## src/rtl/mod_addsub_serial.sv

```systemverilog
// Limb-serial modular add/sub: result = (a op b) mod p, LIMB bits per cycle.
// Ports: clk, rst_n, in_valid/in_ready/op/a/b/p in, out_valid/out_ready/result
// out; err_range out when MOD_ADDSUB_RANGE_CHK_EN is defined.
module mod_addsub_serial #(
  parameter int WIDTH = 256,
  parameter int LIMB  = 64
) (
  input  logic             clk,
  input  logic             rst_n,
  input  logic             in_valid,
  output logic             in_ready,
  input  logic             op,
  input  logic [WIDTH-1:0] a,
  input  logic [WIDTH-1:0] b,
  input  logic [WIDTH-1:0] p,
  output logic             out_valid,
  input  logic             out_ready,
  output logic [WIDTH-1:0] result
`ifdef MOD_ADDSUB_RANGE_CHK_EN
  ,
  output logic             err_range
`endif
);

  localparam int NLIMB = WIDTH / LIMB;
  localparam int CW    = $clog2(NLIMB + 1);
  localparam logic [CW-1:0] LAST = CW'(NLIMB - 1);

  typedef enum logic [1:0] {
    IDLE,
    CALC,
    DONE
  } state_t;

  state_t           state;
  logic [CW-1:0]    cnt;
  logic             op_r;
  logic             c_r;
  logic             w_r;
  logic [WIDTH-1:0] a_r, b_r, p_r;
  logic [WIDTH-1:0] t_r, u_r;

  logic             accept;
  logic [LIMB-1:0]  a_l, b_l, p_l;
  logic [LIMB:0]    t_x, u_x;
  logic [WIDTH-1:0] a_sh, b_sh, p_sh;
  logic [WIDTH-1:0] t_nxt, u_nxt;
  logic             sel_u;

  assign in_ready = (state == IDLE) ||
                    (state == DONE && out_ready);
  assign accept   = in_valid && in_ready;

  assign a_l = a_r[LIMB-1:0];
  assign b_l = b_r[LIMB-1:0];
  assign p_l = p_r[LIMB-1:0];

  // Both chains in LIMB+1 bits; the top bit is the carry or borrow.
  always_comb begin
    t_x = '0;
    u_x = '0;
    if (!op_r) begin
      t_x = {1'b0, a_l} + {1'b0, b_l}
          + {{LIMB{1'b0}}, c_r};
      u_x = {1'b0, t_x[LIMB-1:0]} - {1'b0, p_l}
          - {{LIMB{1'b0}}, w_r};
    end else begin
      t_x = {1'b0, a_l} - {1'b0, b_l}
          - {{LIMB{1'b0}}, c_r};
      u_x = {1'b0, t_x[LIMB-1:0]} + {1'b0, p_l}
          + {{LIMB{1'b0}}, w_r};
    end
  end

  // Add: a+b >= p when it overflowed or T-p did not borrow.
  // Sub: a < b exactly when the difference borrowed.
  assign sel_u = op_r ? t_x[LIMB]
                      : (t_x[LIMB] || !u_x[LIMB]);

  // Operands shift down, results fill from the top.
  generate
    if (NLIMB == 1) begin : g_one
      assign a_sh  = a_r;
      assign b_sh  = b_r;
      assign p_sh  = p_r;
      assign t_nxt = t_x[LIMB-1:0];
      assign u_nxt = u_x[LIMB-1:0];
    end else begin : g_many
      assign a_sh  = {{LIMB{1'b0}}, a_r[WIDTH-1:LIMB]};
      assign b_sh  = {{LIMB{1'b0}}, b_r[WIDTH-1:LIMB]};
      assign p_sh  = {{LIMB{1'b0}}, p_r[WIDTH-1:LIMB]};
      assign t_nxt = {t_x[LIMB-1:0], t_r[WIDTH-1:LIMB]};
      assign u_nxt = {u_x[LIMB-1:0], u_r[WIDTH-1:LIMB]};
    end
  endgenerate

`ifdef MOD_ADDSUB_RANGE_CHK_EN
  logic          ra_r, rb_r;
  logic [LIMB:0] ra_x, rb_x;
  logic          bad;

  assign ra_x = {1'b0, a_l} - {1'b0, p_l}
              - {{LIMB{1'b0}}, ra_r};
  assign rb_x = {1'b0, b_l} - {1'b0, p_l}
              - {{LIMB{1'b0}}, rb_r};
  // No final borrow means the operand is >= p.
  assign bad  = !ra_x[LIMB] || !rb_x[LIMB];
`endif

  always_ff @(posedge clk or negedge rst_n) begin
    if (!rst_n) begin
      state     <= IDLE;
      cnt       <= '0;
      op_r      <= 1'b0;
      c_r       <= 1'b0;
      w_r       <= 1'b0;
      a_r       <= '0;
      b_r       <= '0;
      p_r       <= '0;
      t_r       <= '0;
      u_r       <= '0;
      out_valid <= 1'b0;
      result    <= '0;
`ifdef MOD_ADDSUB_RANGE_CHK_EN
      ra_r      <= 1'b0;
      rb_r      <= 1'b0;
      err_range <= 1'b0;
`endif
    end else if (accept) begin
      state     <= CALC;
      cnt       <= '0;
      op_r      <= op;
      c_r       <= 1'b0;
      w_r       <= 1'b0;
      a_r       <= a;
      b_r       <= b;
      p_r       <= p;
      out_valid <= 1'b0;
`ifdef MOD_ADDSUB_RANGE_CHK_EN
      ra_r      <= 1'b0;
      rb_r      <= 1'b0;
      err_range <= 1'b0;
`endif
    end else begin
      unique case (state)
        IDLE: begin
          state <= IDLE;
        end
        CALC: begin
          a_r <= a_sh;
          b_r <= b_sh;
          p_r <= p_sh;
          t_r <= t_nxt;
          u_r <= u_nxt;
          c_r <= t_x[LIMB];
          w_r <= u_x[LIMB];
          cnt <= cnt + 1'b1;
`ifdef MOD_ADDSUB_RANGE_CHK_EN
          ra_r <= ra_x[LIMB];
          rb_r <= rb_x[LIMB];
`endif
          if (cnt == LAST) begin
            state     <= DONE;
            out_valid <= 1'b1;
`ifdef MOD_ADDSUB_RANGE_CHK_EN
            err_range <= bad;
            result    <= bad ? '0
                       : (sel_u ? u_nxt : t_nxt);
`else
            result    <= sel_u ? u_nxt : t_nxt;
`endif
          end
        end
        DONE: begin
          if (out_ready) begin
            state     <= IDLE;
            out_valid <= 1'b0;
          end
        end
        default: begin
          state <= IDLE;
        end
      endcase
    end
  end

endmodule

```

## config.mk

```make
export PLATFORM = sky130hd
export DESIGN_NAME = mod_addsub_serial
export DESIGN_NICKNAME = d
export VERILOG_FILES = /design/src/rtl/mod_addsub_serial.sv
export SDC_FILE = /design/constraint.sdc
export NUM_CORES = 2
export LEC_CHECK = 0
export BUFFER_PORTS_ARGS = -buffer_cell sky130_fd_sc_hd__buf_2
export CAP_MARGIN = 10
export CORE_ASPECT_RATIO = 1.25
export CORE_UTILIZATION = 39
export DETAILED_ROUTE_END_ITERATION = 6
export HOLD_SLACK_MARGIN = 0.06
export PLACE_DENSITY = 0.68
export SLEW_MARGIN = 20
export SYNTH_ARGS = -nofsm -noshare
export SYNTH_HDL_FRONTEND = slang
export SYNTH_SLANG_ARGS = --single-unit
```

## constraint.sdc

```tcl
create_clock -name clk -period 15.9 [get_ports clk]
set_input_delay 3.18 -clock clk [delete_from_list [all_inputs] [get_ports clk]]
set_output_delay 3.18 -clock clk [all_outputs]
set_load 0.05 [all_outputs]
```

Word-level counts from Yosys, hierarchy flattened
Index checks and enable logic that the tools add are counted.
Widths: inputs -> output; s select.
{"block": "word_totals", "reg_bits": 1545, "output_inout_bits": 258}
{"block": "op_classes", "n_addsub": 9, "eq_ne": 5, "n_mux": 24, "bitwise": 1, "n_reduce_logical": 12}
{"op": "$mux 256", "n": 7}
{"op": "$add 64x64->65", "n": 2}
{"op": "$add 65x1->65", "n": 2}
{"op": "$mux 65", "n": 2}
{"op": "$sub 64x64->65", "n": 2}
{"op": "$sub 65x1->65", "n": 2}
{"op": "$mux 1", "n": 8}
{"op": "$mux 2", "n": 3}
{"op": "$mux 3", "n": 2}
{"op": "$ne 3x3->1 const B", "n": 2}
{"op": "$reduce_and 3->1", "n": 2}
{"op": "$pmux 2 s2", "n": 1}
{"op": "$reduce_and 2->1", "n": 2}
{"op": "$add 3x1->3 const B", "n": 1}
{"op": "$eq 3x2->1 const B", "n": 1}
{"op": "$reduce_bool 3->1", "n": 1}
{"op": "$eq 2x1->1 const B", "n": 1}
{"op": "$eq 2x2->1 const B", "n": 1}
{"op": "$logic_and 1x1->1", "n": 2}
{"op": "$logic_not 2->1", "n": 1}
{"op": "$logic_or 1x1->1", "n": 2}
{"op": "$pmux 1 s2", "n": 1}
{"op": "$reduce_bool 2->1", "n": 1}
{"op": "$logic_not 1->1", "n": 1}
{"op": "$not 1->1", "n": 1}

Longest topological paths before layout
{"block": "logic_depth", "word_depth": 9, "mapped_depth": 31}

Least setup slack after synthesis
No wires, ideal clock.
{"block": "synth_path", "path_kind": "input-to-output", "from": "input port out_ready", "to": "output port in_ready", "arrival_ns": 3.919, "t_required_ns": 12.720, "path_slack_ns": 8.801, "cell_stages": 2, "path_buffers": 0, "path_cell_list": "nor2b_1 nor2_1"}
{"block": "synth_via", "elab_chain_len": 2}
{"element": "start: declaration", "line_no": "17", "rtl": "input logic out_ready,"}
{"element": "$logic_and 1x1->1", "line_no": "51", "rtl": "(state == DONE && out_ready);"}
{"element": "$logic_or 1x1->1", "line_no": "50", "rtl": "assign in_ready = (state == IDLE) ||"}
{"element": "end: declaration", "line_no": "11", "rtl": "output logic in_ready,"}
Every way passes these cells.

Worst setup path in the final report
{"block": "layout_path", "from": "register a_r[12]", "to": "register result[52]"}
{"block": "layout_via", "elab_chain_len": 9}
{"element": "start: declaration", "line_no": "40", "rtl": "logic [WIDTH-1:0] a_r, b_r, p_r;"}
{"element": "start signal: assignment", "line_no": "150", "rtl": "a_r <= a_sh;"}
{"element": "$add 64x64->65 or $sub 64x64->65 (tied branches)", "line_no": "63, 68"}
{"element": "$add 65x1->65 or $sub 65x1->65 (tied branches)", "line_no": "64, 69"}
{"element": "$sub 64x64->65 or $add 64x64->65 (tied branches)", "line_no": "65, 70"}
{"element": "$sub 65x1->65 or $add 65x1->65 (tied branches)", "line_no": "66, 71"}
{"element": "$mux 65", "line_no": "62", "rtl": "if (!op_r) begin"}
{"element": "$logic_not 1->1", "line_no": "78", "rtl": ": (t_x[LIMB] || !u_x[LIMB]);"}
{"element": "$logic_or 1x1->1", "line_no": "78"}
{"element": "$mux 1 (*)", "line_no": "77", "rtl": "assign sel_u = op_r ? t_x[LIMB]"}
{"element": "$mux 256 (*)", "line_no": "170", "rtl": "result <= sel_u ? u_nxt : t_nxt;"}
{"element": "end signal: assignment", "line_no": "170"}
{"element": "end: declaration", "line_no": "18", "rtl": "output logic [WIDTH-1:0] result"}
Mark *: on every way between the ends. The rest lies on a longest branch, timed or not.
A chain may end at the register's enable or synchronous reset.

==> metrics <==
clk root buf clkbuf_16; maximum fanout along the worst path 57; I/O pins approximately 1.0k; routed length per instance between 20 and 25 um; Cell variety after synth 91; via/cell ratio 5.516; CTS resizes 0; Sink Count 1417; Initial Utilization between 30% and 40%; CTS buffer count 150; initial antenna violation count 107; post-route cell area 90860 um^2; RSZ-0062 raised after global routing no; Hold Buf Count CTS 0; Slew Viols, Final 0; fillcell total 19.94k; floorplan row count 184; worst endpoint required time 16.53 ns; Skew-Pair Late Insertion Delay 0.82 ns; most numerous cell in the Yosys netlist nand2_1; first-pass GRT wire length 446500 um; Die Ht slightly above 500 um; Gate Count Post-Synth 9686; mapped cell area around 80000 um^2; post-layout util between 40% and 50%; Final Cycle Share 53.89%; Setup TNS Final 0 ns; clk slew on worst S/H paths 0.06 ns; Max transition margin 26.79%; worst min-delay path class reg -> reg; Synth Flop Type dfrtp_1; PortBufs a little over 1k; commonest cells in the netlist nand2_1, dfrtp_1, nor2_1, a31oi_1, a21oi_1; ratio of cells with drive above 1 in the final layout 13.53%; #FFs+latches synth 1417; vias 72.79k; sequential element share of the synthesized area 44.93%; Critical Path Source Type register; CP Capture Type register; maximum buffer depth of the clock tree 3; Synth top area share about 45%; area grow syn2layout 15.12%; DP HPWL 231200 um; Post-CTS Repair Setup Buffers 0; Worst Path Arrival 9.20 ns; post-route minimum period roughly 8.6 ns; core area 201000 um^2; actual slew at the worst max-slew pin ~1.1 ns; Final setup viols 0; max_cap viols 0; area leader, netlist dfrtp_1; async set-reset flop share out of synthesis 100.0%; H-tree depth 4; DRT antenna net count 0; DRT Pass-1 Iters 7; 1st-iter DRT viols 6939; skew final 0.03975 ns; vias in the first global route roughly 69k; layout net count 11.48k; fmax 116.7 MHz; DIE AREA between 200000 and 250000 um^2; CTS tree built; worst setup path class reg -> reg; Residual DRC 0; EDFF count, synth 0; endpoints failing hold 0; Die W 404.4 um; remaining global-route overflow 0; Total Wirelength between 300000 and 400000 um; Ys Warns 0; largest net degree at the start of global routing 216; hold slack 0.4731 ns; Post-Syn Nets 10.85k; top post-synthesis cells by area dfrtp_1, nand2_1, ha_1; RePlAce Congestion 0.9924; dpl cell area 85780 um^2; status completed; Total GRT Usage 28.87%; synthesized area per cell roughly 8 um^2
## per-stage QoR
| stage | instances | setup WS (ns) |
|---|---|---|
| floorplan | 9686 | 8.801 |
| global placement | 12870 | 7.511 |
| detailed placement | 12870 | 7.426 |
| CTS | 13130 | 7.396 |
| global route | 13180 | 6.905 |
| finish | 13200 | 7.332 |
## worst max-delay path, stage by stage, from the launching register on
cell,delay [ns]
dfrtp_1,0.37
inv_1,0.06
ha_1,0.37
or4_1,0.59
nor4_1,0.23
o21a_1,0.23
o31a_1,0.19
o21ai_0,0.09
a21oi_1,0.34
o21ai_0,0.29
a311o_1,0.40
a31oi_1,0.23
nor2_1,0.09
ha_1,0.27
inv_1,0.04
ha_1,0.39
nand2_1,0.10
nor2_1,0.21
nand2_1,0.15
a2111oi_1,0.89
o211ai_1,0.30
o211ai_1,0.28
xnor2_1,0.27
a21o_4,0.66
buf_4,0.90
mux2i_1,0.29
o21ai_1,0.08
## layout make-up
cell class	count	area, um^2	share of cell area, %
Multi-Input combinational cell	7259	39550	43.54
Clock inverter	41	518.0	0.5701
Sequential cell	1417	35460	39.03
Clock buffer	222	4368	4.808
Timing Repair Buffer	1109	5962	6.562
Inverter	388	1459	1.606
Antenna cell	63	157.7	0.1735
Tap cell	2697	3374	3.714
## worst paths after layout
path                                      endpoint                    from  cells past startpoint  slack [ns]
setup reg to reg            result[52]$_DFFE_PN0P_     a_r[12]$_DFFE_PN0P_                     26        7.33
min in group asynchronous     b_r[148]$_DFFE_PN0P_                   rst_n                      1        2.35
max in group asynchronous  result[125]$_DFFE_PN0P_                   rst_n                      4       10.49
setup / recovery            result[52]$_DFFE_PN0P_     a_r[12]$_DFFE_PN0P_                     26        7.33
hold / removal              result[58]$_DFFE_PN0P_  result[58]$_DFFE_PN0P_                      2        0.47
hold reg to reg             result[58]$_DFFE_PN0P_  result[58]$_DFFE_PN0P_                      2        0.47
## kinds of logic after synthesis
logic type | count (synthesis) | share of synthesized area, %
AO/OA/AOI/OAI | 2156 | 16.56
buffers and inverters | 1010 | 5.049
AND/OR/NAND/NOR | 4216 | 21.23
flip-flops | 1417 | 44.93
adder cells (fa/ha/maj) | 386 | 6.196
multiplexers | 267 | 3.437
XOR/XNOR | 234 | 2.597
## state kept, by name, summed over array words and instances (netlist names)
signal / cells
out_valid: 1
state: 2
b_r: 256
u_r: 192
result: 256
c_r: 1
op_r: 1
cnt: 3
p_r: 256
w_r: 1
a_r: 256
t_r: 192
## layer usage
metal,routed length (um),vias up,global-route usage (%),part of all wire (%)
li1,-,34020,-,-
met3,20350,559,5.383,6.7
met2,135000,2783,44.80,45
met4,15380,78,12.88,5.1
met5,502,-,0,0.17
met1,130800,35360,39.04,43
## placed cells by master (no fill, tap or decap), types with 14 or more instances in the layout
| cell type | n |
|---|---|
| a31oi_1 | 621 |
| o21ai_1 | 133 |
| clkinv_2 | 17 |
| nor2_1 | 863 |
| buf_4 | 63 |
| nor3_1 | 45 |
| a21boi_0 | 16 |
| diode_2 | 63 |
| dfrtp_1 | 1416 |
| nor4_1 | 31 |
| a211oi_1 | 44 |
| mux2_2 | 32 |
| clkbuf_1 | 41 |
| nand2b_1 | 30 |
| xor2_1 | 66 |
| ha_1 | 378 |
| xnor2_1 | 168 |
| nand4_1 | 75 |
| clkbuf_16 | 153 |
| o21a_1 | 29 |
| o21bai_1 | 48 |
| a211o_1 | 14 |
| clkbuf_8 | 28 |
| and2_1 | 28 |
| o21ai_0 | 372 |
| inv_1 | 381 |
| mux2i_1 | 235 |
| buf_12 | 15 |
| nand3_1 | 47 |
| and3_1 | 27 |
| a21o_1 | 101 |
| o31ai_1 | 43 |
| and4_1 | 14 |
| buf_2 | 1029 |
| a21oi_1 | 551 |
| nor2b_1 | 41 |
| o211ai_1 | 42 |
| nand2_1 | 2965 |
Power is not shown: default switching activity piles up to over one toggle a cycle in this logic, so the estimate is an artifact.
